### src/rtl/mem_pkg.sv
// mem_pkg: shared access-size/state types, be code constants and lane helpers
package mem_pkg;
  typedef enum logic [1:0] {WORD, HALF, BYTE} size_e;
  typedef enum logic [1:0] {IDLE, REQ, WAIT_R, RESP} state_e;
  localparam logic [3:0] BE_WORD   = 4'b0000;
  localparam logic [3:0] BE_HALF_U = 4'b0011;
  localparam logic [3:0] BE_HALF_S = 4'b0100;
  function automatic logic be_legal(logic [3:0] be);
    return be[3] || be == BE_WORD || be == BE_HALF_U || be == BE_HALF_S;
  endfunction
  function automatic size_e be_size(logic [3:0] be);
    return be[3] ? BYTE : be == BE_WORD ? WORD : HALF;
  endfunction
  function automatic logic [3:0] lane_strb(size_e sz, logic [1:0] bl, logic hi);
    return sz == WORD ? 4'b1111 : sz == HALF ? (hi ? 4'b1100 : 4'b0011) : 4'b0001 << bl;
  endfunction
  function automatic logic [31:0] lane_wdata(size_e sz, logic [31:0] d);
    return sz == WORD ? d : sz == HALF ? {2{d[15:0]}} : {4{d[7:0]}};
  endfunction
endpackage

### src/rtl/mem_access_unit_if.sv
// mem_access_unit_if: word-addressed data memory bus with req/gnt/rvalid handshake
interface mem_access_unit_if;
  logic        req;
  logic        we;
  logic [31:0] addr;
  logic [3:0]  wstrb;
  logic [31:0] wdata;
  logic        gnt;
  logic        rvalid;
  logic [31:0] rdata;
  modport master(output req, we, addr, wstrb, wdata, input gnt, rvalid, rdata);
  modport slave(input req, we, addr, wstrb, wdata, output gnt, rvalid, rdata);
endinterface

### src/rtl/mem_access_unit_load_extend.sv
// load_extend: lane select plus zero/sign extension of a loaded word
module load_extend
  import mem_pkg::*;
(
  input  logic [31:0] word,
  input  logic [3:0]  be,
  input  logic        hi,
  output logic [31:0] result
);
  logic [7:0]  b;
  logic [15:0] h;
  logic        sgn;
  size_e       sz;
  // byte lane comes from the be code, halfword lane from address bit 1
  always_comb begin
    sz = be_size(be);
    b = word[{be[1:0], 3'b000} +: 8];
    h = hi ? word[31:16] : word[15:0];
    sgn = sz == BYTE ? be[2] : be == BE_HALF_S;
    result = sz == WORD ? word : sz == HALF ? {{16{sgn & h[15]}}, h} : {{24{sgn & b[7]}}, b};
  end
endmodule

### src/rtl/mem_access_unit.sv
// mem_access_unit: load/store bus executor with lane strobes and load extension; MEM_ACCESS_ALIGN_CHECK_EN adds misalignment faults
module mem_access_unit
  import mem_pkg::*;
#(
  parameter int DATA_W = 32,
  parameter int TIMEOUT_CYCLES = 255
) (
  input  logic              clk,
  input  logic              reset,
  input  logic              start,
  input  logic              is_load,
  input  logic [3:0]        be,
  input  logic [DATA_W-1:0] addr,
  input  logic [DATA_W-1:0] wdata,
  output logic              busy,
  output logic              done,
  output logic [DATA_W-1:0] rdata_ext,
  output logic              fault,
  mem_access_unit_if.master bus
);
  state_e      state, nxt;
  size_e       sz;
  logic        r_load, r_hi, r_flt, n_flt, misal, bad, tmo, cap;
  logic [3:0]  r_be, r_strb;
  logic [29:0] r_word;
  logic [31:0] r_wdata, cnt, ext;

  assign sz = be_size(be);
`ifdef MEM_ACCESS_ALIGN_CHECK_EN
  assign misal = (sz == WORD && addr[1:0] != 2'b00) || (sz == HALF && addr[0]);
`else
  logic unused_addr;
  assign unused_addr = addr[0];
  assign misal = 1'b0;
`endif
  assign bad = !be_legal(be) || misal;
  assign tmo = TIMEOUT_CYCLES != 0 && cnt == 32'(TIMEOUT_CYCLES - 1);
  assign cap = r_load && bus.rvalid && ((state == REQ && bus.gnt) || state == WAIT_R);

  // next state; n_flt is only consumed on the edge that enters RESP
  always_comb begin
    nxt = state;
    n_flt = 1'b0;
    case (state)
      IDLE: begin
        nxt = start ? (bad ? RESP : REQ) : IDLE;
        n_flt = bad;
      end
      REQ: begin
        nxt = bus.gnt ? ((r_load && !bus.rvalid) ? WAIT_R : RESP) : (tmo ? RESP : REQ);
        n_flt = !bus.gnt;
      end
      WAIT_R: begin
        nxt = (bus.rvalid || tmo) ? RESP : WAIT_R;
        n_flt = !bus.rvalid;
      end
      default: nxt = IDLE;
    endcase
  end

  // state, fault flag, wait counter and load result registers
  always_ff @(posedge clk or posedge reset) begin
    if (reset) begin
      state <= IDLE;
      r_flt <= 1'b0;
      cnt <= '0;
      rdata_ext <= '0;
    end else begin
      state <= nxt;
      r_flt <= n_flt;
      cnt <= (nxt == state && state inside {REQ, WAIT_R}) ? cnt + 32'd1 : '0;
      if (cap) rdata_ext <= ext;
    end
  end

  // request capture; strobes and store data are formed once so they stay stable in REQ
  always_ff @(posedge clk or posedge reset) begin
    if (reset) begin
      r_load <= 1'b0;
      r_be <= '0;
      r_hi <= 1'b0;
      r_word <= '0;
      r_strb <= '0;
      r_wdata <= '0;
    end else if (state == IDLE && start) begin
      r_load <= is_load;
      r_be <= be;
      r_hi <= addr[1];
      r_word <= addr[31:2];
      r_strb <= lane_strb(sz, be[1:0], addr[1]);
      r_wdata <= lane_wdata(sz, wdata);
    end
  end

  load_extend u_ext (.word(bus.rdata), .be(r_be), .hi(r_hi), .result(ext));

  assign busy = state != IDLE;
  assign done = state == RESP && !r_flt;
  assign fault = state == RESP && r_flt;
  assign bus.req = state == REQ;
  assign bus.we = bus.req && !r_load;
  assign bus.addr = {r_word, 2'b00};
  assign bus.wstrb = r_strb;
  assign bus.wdata = r_wdata;
endmodule

### src/flat_wrapper.sv
// flat-port wrapper written by rule: the top's interface ports become plain ports
module mem_access_unit_flat import mem_pkg::*;
#(
  parameter int DATA_W = 32,
  parameter int TIMEOUT_CYCLES = 255
)
  (clk, reset, start, is_load, be, addr, wdata, busy, done, rdata_ext, fault, bus_req, bus_we, bus_addr, bus_wstrb, bus_wdata, bus_gnt, bus_rvalid, bus_rdata);
  mem_access_unit_if bus_i ();
  input  logic clk;
  input  logic reset;
  input  logic start;
  input  logic is_load;
  input  logic [3:0] be;
  input  logic [DATA_W-1:0] addr;
  input  logic [DATA_W-1:0] wdata;
  output logic busy;
  output logic done;
  output logic [DATA_W-1:0] rdata_ext;
  output logic fault;
  output wire logic [$bits(bus_i.req)-1:0] bus_req;
  output wire logic [$bits(bus_i.we)-1:0] bus_we;
  output wire logic [$bits(bus_i.addr)-1:0] bus_addr;
  output wire logic [$bits(bus_i.wstrb)-1:0] bus_wstrb;
  output wire logic [$bits(bus_i.wdata)-1:0] bus_wdata;
  input wire logic [$bits(bus_i.gnt)-1:0] bus_gnt;
  input wire logic [$bits(bus_i.rvalid)-1:0] bus_rvalid;
  input wire logic [$bits(bus_i.rdata)-1:0] bus_rdata;
  assign bus_req = bus_i.req;
  assign bus_we = bus_i.we;
  assign bus_addr = bus_i.addr;
  assign bus_wstrb = bus_i.wstrb;
  assign bus_wdata = bus_i.wdata;
  assign bus_i.gnt = bus_gnt;
  assign bus_i.rvalid = bus_rvalid;
  assign bus_i.rdata = bus_rdata;
  mem_access_unit #(.DATA_W(DATA_W), .TIMEOUT_CYCLES(TIMEOUT_CYCLES)) u_core (.clk(clk), .reset(reset), .start(start), .is_load(is_load), .be(be), .addr(addr), .wdata(wdata), .busy(busy), .done(done), .rdata_ext(rdata_ext), .fault(fault), .bus(bus_i));
endmodule
### config.mk
export PLATFORM = sky130hd
export DESIGN_NAME = mem_access_unit_flat
export DESIGN_NICKNAME = d
export VERILOG_FILES = /design/src/rtl/mem_pkg.sv /design/src/rtl/mem_access_unit_if.sv /design/src/rtl/mem_access_unit_load_extend.sv /design/src/rtl/mem_access_unit.sv /design/src/flat_wrapper.sv
export SDC_FILE = /design/constraint.sdc
export NUM_CORES = 1
export LEC_CHECK = 0
export CAP_MARGIN = 20
export CORE_UTILIZATION = 46
export DETAILED_ROUTE_END_ITERATION = 10
export PLACE_DENSITY = 0.78
export RECOVER_POWER = 100
export SKIP_LAST_GASP = 1
export SLEW_MARGIN = 30
export SYNTH_ARGS = -nofsm -noshare
export SYNTH_HDL_FRONTEND = slang
export SYNTH_SLANG_ARGS = --single-unit
### constraint.sdc
create_clock -name clk -period 6.58 [get_ports clk]
set_clock_uncertainty 0.15 [all_clocks]
set_input_delay 1.974 -clock clk [delete_from_list [all_inputs] [get_ports clk]]
set_output_delay 1.974 -clock clk [all_outputs]
set_load 0.01 [all_outputs]
## After elaboration in Yosys (flattened, before gate mapping)

Index checks and enable logic that the tools add are counted.

| storage, ports and cells | value |
|---|---|
| flip-flop bits (word level) | 139 |
| input bits | 106 |
| output and inout port bits | 105 |
| word-level logic and storage cells | 74 |

| cells by class | value |
|---|---|
| $add $sub $neg | 1 |
| eq/ne operators | 11 |
| shifts and indexed selects | 2 |
| muxes and demuxes | 22 |
| bitwise gates (word level) | 2 |
| reductions and logical operators | 26 |

Operators by type and width:

| operator | count |
|---|---|
| $mux 32 | 5 |
| $add 32x1->32 const B | 1 |
| $eq 32x8->1 const B | 1 |
| $shiftx 32x6->8 | 1 |
| $mux 16 | 1 |
| $mux 2 | 6 |
| $mux 4 | 3 |
| $logic_and 1x1->1 | 9 |
| $eq 4x3->1 const B | 2 |
| $logic_not 4->1 | 2 |
| $eq 2x1->1 const B | 3 |
| $eq 2x2->1 const B | 3 |
| $logic_not 2->1 | 3 |
| $pmux 2 s3 | 1 |
| $logic_not 1->1 | 5 |
| $logic_or 1x1->1 | 5 |
| $mux 1 | 5 |
| $eq 4x2->1 const B | 1 |
| $reduce_bool 2->1 | 2 |
| $shl 1x2->4 const A | 1 |
| $pmux 1 s3 | 1 |
| $and 1x1->1 | 2 |
| $eq 2x2->1 | 1 |

## Logic depth before layout (Yosys ltp)

Gate-level depths: netlist of the first run.

| logic depth | value |
|---|---|
| word-level depth | 10 |
| mapped depth | 9 |
| gate-level depth less buffers | 7 |

## Modules after synthesis

From an unflattened synthesis of the first run, not the netlist that was laid out.

| second synthesis, totals | value |
|---|---|
| cells, all modules | 650 |
| area total of the unflattened synthesis | 7155.6 um^2 |

Modules (own cells, without submodules):

| module | instances | cells each | area each (um^2) |
|---|---|---|---|
| mem_access_unit | 1 | 538 | 6278.5 |
| load_extend | 1 | 112 | 877.1 |

## Worst setup path before layout of the first run

OpenSTA, ideal clock, no wires.

| timing path | value |
|---|---|
| kind | input port to flip-flop |
| from | input port bus_rdata[31] |
| to | register u_core.rdata_ext[16] |
| setup time | 0.126 ns |
| arrival time | 3.323 ns |
| required time | 6.304 ns |
| slack | 2.981 ns |
| cell stages on the path | 6 |
| path buffers | 1 |
| cell sequence | mux4_2 o21ai_0 o31ai_1 a31oi_1 buf_2 a21oi_1 |

| on the way | value |
|---|---|
| cells in the longest elaborated chain, start to end | 4 |

Ends and longest elaborated chain:

| item | RTL line | source |
|---|---|---|
| from (decl) | flat_wrapper.sv:27 | `input wire logic [$bits(bus_i.rdata)-1:0] bus_rdata;` |
| $shiftx 32x6->8 or $mux 16 (tied branches) | mem_access_unit_load_extend.sv:17, mem_access_unit_load_extend.sv:18 |  |
| $and 1x1->1 | mem_access_unit_load_extend.sv:20 | `result = sz == WORD ? word : sz == HALF ? {{16{sgn & h[15]}}, h} : {{24{sgn & b[7]}}, b};` |
| $mux 32 (*) (2 in a row) | mem_access_unit_load_extend.sv:20 |  |
| to (signal assigned) | mem_access_unit.sv:72 | `if (cap) rdata_ext <= ext;` |
| to (decl) | mem_access_unit.sv:17 | `output logic [DATA_W-1:0] rdata_ext,` |

Mark *: on every way between the ends. The rest lies on a longest branch, timed or not.
A chain may end at the register's enable or synchronous reset.

## Final worst setup path of the first run

| timing path | value |
|---|---|
| from | input port bus_gnt |
| to | register u_core.rdata_ext[24] |

| on the way | value |
|---|---|
| cells in the longest elaborated chain, start to end | 3 |

Ends and longest elaborated chain:

| item | RTL line | source |
|---|---|---|
| from (decl) | flat_wrapper.sv:25 | `input wire logic [$bits(bus_i.gnt)-1:0] bus_gnt;` |
| $logic_and 1x1->1 | mem_access_unit.sv:38 | `assign cap = r_load && bus.rvalid && ((state == REQ && bus.gnt) \|\| state == WAIT_R);` |
| $logic_or 1x1->1 | mem_access_unit.sv:38 |  |
| $logic_and 1x1->1 | mem_access_unit.sv:38 |  |

Every way passes these cells.

==> metrics, run 1 <==
Switching Fraction=0.363; P_int=0.00269 W; GP Congestion=0.855; Clock Sink Count=139; WL final=19300 um; crit path capture type=flip-flop; RR Startpoint=u_core.state[1]; Peak VDD IR=0.000265 V; Starting Density=0.478; detailed-route wire length per cell=18.4 um; RSZ-0062 raised after global routing=no; crit-path max FO=17; HP Class=flip-flop to flip-flop; row count=44; Post-CTS Resized=0; Min Clock Period, post-route=4.48 ns; Clock power frac=0.234; die width=126 um; Top FF cell, synth=dfrtp_1; largest net degree at the start of global routing=104; area of the multi-input gates=0.00325 mm^2; CTS tree=done; Critical path destination=u_core.rdata_ext[24]; DRT iter0 DRCs=389; Yosys cell types=55; register bit total from synthesis=139; total routing usage reported by global routing=0.256; vias per inst=5.76; Leakage Power=3.99 nW; layout cell share with drive strength beyond 1=0.119; Syn. warnings=0; vias in the first global route=6246; Fin. Hold Viols=0; Reg2Reg Depth=7; Area contributors post-synth=dfrtp_1, mux2_2, nand2_1; violated checks=DRC, capacitance limit, slew limit; postcts setup bufs=0; path type of the worst setup path=input pin to flip-flop; CP required=6.69 ns; share of the synthesized area in the top cell type=0.496; CTS Buf Count=17; total number of vias=6041; Area Growth Syn to Fin=38.7%; Sequential Power Share=0.346; Syn Area/Cell=10.6 um^2; reg2reg end=u_core.rdata_ext[24]; top cells by count, synth=dfrtp_1, nand2_1, o21ai_0; Max stage delay on crit path=0.58 ns; f_max=0.223 GHz; max-cap violation count=1; TNS Setup=0 ns; # nets final=963; pwr/cell area=434 mW/mm^2; sequential cell area=0.00348 mm^2; Hold Path Cell Cnt=2; initial antenna violation count=0; I/O Pins=211; Psw=0.00153 W; DR pass1 iterations=10; CP cell instances=dlygate4sd3_1 > a21o_1 > nand3_1 > a31oi_1 > clkbuf_1 > a21oi_1; number of synthesized flops with an enable pin=0; Root Buffer=clkbuf_16; Pins Over Slew Limit=104; fin util=0.662; Post-synth ARST share=1.00; Slowest cell on crit path=dlygate4sd3_1; Skew-Pair Late Insertion Delay=0.42 ns; # port buffers=207; final setup fails=0; critical path startpoint category=input pin; fillers=1145; # DRC=6; Arr. time, crit path=4.59 ns; n_diodes=0; hpwl dp=13800 um; Die ar.=0.0158 mm^2; post-route ant nets=0; Synth Instances=661; Clk pin slew, worst setup/hold paths=0.06 ns; Mapped Area=0.00702 mm^2; Reg2Reg Setup Slack=3.35 ns; run status=finished with violations; biggest area consumer among synthesized cells=dfrtp_1; Seq/Total Area, Yosys=0.496; most numerous cell in the Yosys netlist=dfrtp_1; grt ovf=0; Comb power frac=0.421; clk buf depth=2; final worst-path cycle share=0.681; Die H=126 um; Crit. Startpoint=bus_gnt; core area=0.0147 mm^2; Slew headroom=-0.423; first-pass GRT wire length=31500 um; Slew @ Worst Pin=2.13 ns; hold buffer count at CTS=0; H-tree levels=4
placed cells by master (no fill, tap or decap), drive strengths merged, types with 3 or more instances in the layout:
cell	instances
mux2i	24
nor3	10
ha	6
or3	3
dfrtp	139
nand2b	10
mux4	8
nor4	17
o31ai	3
nand3	14
dlygate4sd3	107
a21oi	31
clkinvlp	4
o211ai	9
buf	7
inv	11
clkdlybuf4s50	100
xor2	10
nand4	7
xnor2	20
nand2	77
clkbuf	20
and3	6
a31oi	4
o21a	9
bufinv	3
nor2	42
and4	5
clkinv	4
mux2	43
o21ai	46
nor2b	6
a211oi	33
o221ai	8
stage by stage:
stage / setup slack (ns) / total power [W] / instances / area (um^2) / hold WS (ns)
detailed placement: 1.80 / 0.00339 / 1016 / 9170 / 0.320
global route: 1.89 / 0.00446 / 1048 / 9730 / 0.352
CTS: 2.23 / 0.00440 / 1048 / 9780 / 0.333
finish: 2.10 / 0.00422 / 1048 / 9730 / 0.322
floorplan: 0.731 / 0.00248 / 662 / 7020 / 0.317
global placement: 1.95 / 0.00330 / 1016 / 9170 / 0.311
worst min path at each step:
stage,from,to
2_1_floorplan,u_core.cnt[0],u_core.cnt[0]
3_3_place_gp,u_core.bus.wdata[13],u_core.bus.wdata[13]
3_5_place_dp,u_core.bus.wdata[23],u_core.bus.wdata[23]
4_1_cts,u_core.bus.wdata[23],u_core.bus.wdata[23]
5_1_grt,u_core.rdata_ext[1],u_core.rdata_ext[1]
6_report,u_core.rdata_ext[1],u_core.rdata_ext[1]
flip-flops by register name, summed over array words and instances (netlist names):
signal,cells
u_core.r_word,30
u_core.bus.wdata,32
u_core.r_flt,1
u_core.rdata_ext,32
u_core.r_be,4
u_core.cnt,32
u_core.r_hi,1
u_core.r_load,1
u_core.bus.wstrb,4
u_core.state,2
layer usage:
metal / track usage / up-vias / routed length, um
met1: 0.288 / 2978 / 7360
met3: 0.0946 / 44 / 1630
met2: 0.437 / 240 / 9870
li1: - / 2779 / -
met4: 0.107 / 0 / 464
met5: 0 / - / 0
worst max-delay path: cells and delay by family:
| kind | cells | cell delay [ns] |
|---|---|---|
| AO/OA/AOI/OAI | 3 | 0.93 |
| buffers and inverters | 2 | 1.16 |
| AND/OR/NAND/NOR | 1 | 0.50 |
logic make-up (layout without fill, tap and decap cells):
logic type,Yosys count,after routing,synth area share
muxes,75,75,0.129
and+or+nand+nor,206,206,0.144
buffers and inverters,54,256,0.0378
DFF,139,139,0.496
AOI/OAI and AO/OA,150,150,0.145
xor gates and xnor gates,30,30,0.0374
adders and majority gates,6,6,0.0107
other,1,2,0.000534
power by group through the flow:
stage	Sequential [W]	Clock (W)	Combinational, W
finish	0.00146	0.000986	0.00178
global route	0.00151	0.00103	0.00191
detailed placement	0.00148	0	0.00192
floorplan	0.00152	0	0.000961
CTS	0.00147	0.000999	0.00193
global placement	0.00145	0	0.00185
cell type report:
| cell class | count | area share |
|---|---|---|
| clock buffer | 19 | 0.0455 |
| clock inverter | 13 | 0.0171 |
| inverter | 9 | 0.00386 |
| multi-input combinational | 469 | 0.334 |
| sequential | 139 | 0.358 |
| tap | 184 | 0.0237 |
| timing repair buffer | 215 | 0.219 |
No activity file was read; power rests on OpenSTA's default activity.
==> run 2: changes to the inputs <==
==> constraint.sdc (replaced) <==
create_clock -name clk -period 4.6 [get_ports clk]
set_clock_uncertainty 0.15 [all_clocks]
set_input_delay 1.38 -clock clk [delete_from_list [all_inputs] [get_ports clk]]
set_output_delay 1.38 -clock clk [all_outputs]
set_load 0.01 [all_outputs]
==> run 2 against run 1 <==
Against the previous run: the flow still finishes with violations (DRC, capacitance limit, slew limit); combinational power rose by 42%; power is 43% higher; global-route usage down 0.13 points; sequential power up 43%; cell count up 0.48%; cell area up 0.24%; register-to-register slack worse by 1.7 ns; critical path depth increased by 1; core utilization is 0.16 points higher; critical endpoint is now u_core.cnt[16].
==> metrics, run 2 (synthesis results as in run 1) <==
run status=finished with violations; violated checks=DRC, capacitance limit, slew limit; Min Clock Period, post-route=3.70 ns; critical path startpoint category=input pin; largest net degree at the start of global routing=140 (+35%); global routing met3 resource utilization=0.0937 (-0.000856); hpwl dp=13300 um (-3.7%); most frequent cells in the layout=dfrtp_1, dlygate4sd3_1, clkdlybuf4s50_1; gr busiest metal=met2; I/O Pins=211 (unchanged); crit path capture type=flip-flop; vias per inst=5.73 (-0.62%); total routing usage reported by global routing=0.255 (-0.00126); Clk pin slew, worst setup/hold paths=0.06 ns (about the same); Starting Density=0.478 (unchanged); met1 GRT Util=0.300 (+0.0124); commonest non-fill, non-tap cell in the layout=dfrtp_1; Leakage Power=4.00 nW (+0.24%); area of the multi-input gates=0.00325 mm^2 (+0.19%); RSZ-0062 raised after global routing=no; vias in the first global route=6318 (+1.2%); Area Growth Syn to Fin=39.0%; core area=0.0147 mm^2 (unchanged); hold buffer count at CTS=0 (unchanged); max-cap violation count=1 (unchanged); pwr/cell area=617 mW/mm^2 (+42%); row count=44 (unchanged); TNS Setup=0 ns (unchanged); CP required=4.72 ns (-1.97 ns); path type of the worst setup path=input pin to flip-flop; Root Buffer=clkbuf_16; Slowest cell on crit path=and2_0; Die H=126 um (unchanged); WL final=18800 um (-2.4%); H-tree levels=4 (unchanged); HP Class=flip-flop to flip-flop; grt ovf=0 (unchanged); GP Congestion=0.862 (+0.77%); die width=126 um (unchanged); total number of vias=6032 (-0.15%); Peak VDD IR=0.000293 V (+11%); DR pass1 iterations=8 (-2); worst hold slack=0.324 ns (+0.00197 ns); met2 Track Usage GR=0.423 (-0.0147); Psw=0.00216 W (+41%); crit-path max FO=32 (+15); Pins Over Slew Limit=140 (+35%); detailed-route wire length per cell=17.9 um (-2.9%); final setup fails=0 (unchanged); f_max=0.270 GHz; Arr. time, crit path=3.82 ns (-0.77 ns); initial antenna violation count=1 (+1); Slew headroom=-0.250 (+0.174); CTS Buf Count=17 (unchanged); layout cell share with drive strength beyond 1=0.116 (-0.00285); Sequential Power Share=0.347 (about the same); Slew @ Worst Pin=1.87 ns (-0.256 ns); postcts setup bufs=0 (unchanged); # DRC=6 (unchanged); # nets final=967 (+0.42%); CP cell instances=dlygate4sd3_1 > and2_0 > a2111oi_0 > a211o_1 > a211oi_4 > buf_4 > a211oi_1; clk buf depth=2 (unchanged); Skew-Pair Late Insertion Delay=0.42 ns (about the same); # port buffers=207 (unchanged); Switching Fraction=0.358 (-0.00487); post-route ant nets=0 (unchanged); Fin. Hold Viols=0 (unchanged); Comb power frac=0.421 (about the same); P_int=0.00387 W (+44%); Clock Sink Count=139 (unchanged); Max stage delay on crit path=0.72 ns (+0.14 ns); sequential cell area=0.00348 mm^2 (unchanged); Clock power frac=0.232 (-0.002); Post-CTS Resized=0 (unchanged); final worst-path cycle share=0.804; Die ar.=0.0158 mm^2 (unchanged); CTS tree=done; fillers=1087 (-5.1%); DRT iter0 DRCs=400 (+2.8%); first-pass GRT wire length=31500 um (about the same)
==> run 2: layout make-up <==
class                           count  area share
Sequential cell                   139       0.357
Multi-Input combinational cell    469       0.334
Timing Repair Buffer              219       0.220
Clock buffer                       22      0.0476
Tap cell                          184      0.0236
Clock inverter                     10      0.0144
Inverter                            9     0.00385
Antenna cell                        1    0.000256
==> run 2: through the flow <==
stage / utilization / setup WS (ns) / power [W] / area [um^2] / cells
final: 0.664 / 0.900 / 0.00602 / 9760 / 1053
after global routing: 0.664 / 0.567 / 0.00639 / 9760 / 1053
after CTS: 0.668 / 1.04 / 0.00628 / 9820 / 1052
after detailed placement: 0.627 / 0.807 / 0.00485 / 9210 / 1020
after global placement: 0.627 / 0.937 / 0.00473 / 9210 / 1020
after floorplan: - / 1.33 / 0.00355 / 7030 / 662
==> run 2: critical path: cells and delay by family <==
family,cells,cell delay (ns)
AO/OA/AOI/OAI,4,0.76
AND/OR/NAND/NOR,1,0.72
buffers and inverters,2,0.96
==> run 2: routing by layer <==
metal,vias up,wire length (um),share of wire
met5,-,0,0
met3,35,1580,0.084
met4,0,427,0.023
li1,2780,-,-
met1,2978,7280,0.39
met2,239,9560,0.51
==> run 2: final timing paths <==
check                           cells past startpoint                 start              endpoint  slack [ns]
worst max-delay path                                7                 start        u_core.cnt[16]        0.90
worst min-delay path                                2  u_core.bus.wdata[14]  u_core.bus.wdata[14]        0.32
worst max register to register                      8       u_core.state[0]        u_core.cnt[16]        1.63
worst min register to register                      2  u_core.bus.wdata[14]  u_core.bus.wdata[14]        0.32
max in group asynchronous                           3                 reset        u_core.r_be[3]        1.03
min in group asynchronous                           3                 reset     u_core.r_word[13]        2.00
==> run 2: power by group through the flow <==
stage	sequential [W]	clock [W]	combinational, W
after detailed placement	0.00212	0	0.00273
final	0.00209	0.00140	0.00253
after global routing	0.00217	0.00147	0.00275
after global placement	0.00207	0	0.00265
after floorplan	0.00217	0	0.00138
after CTS	0.00211	0.00142	0.00275
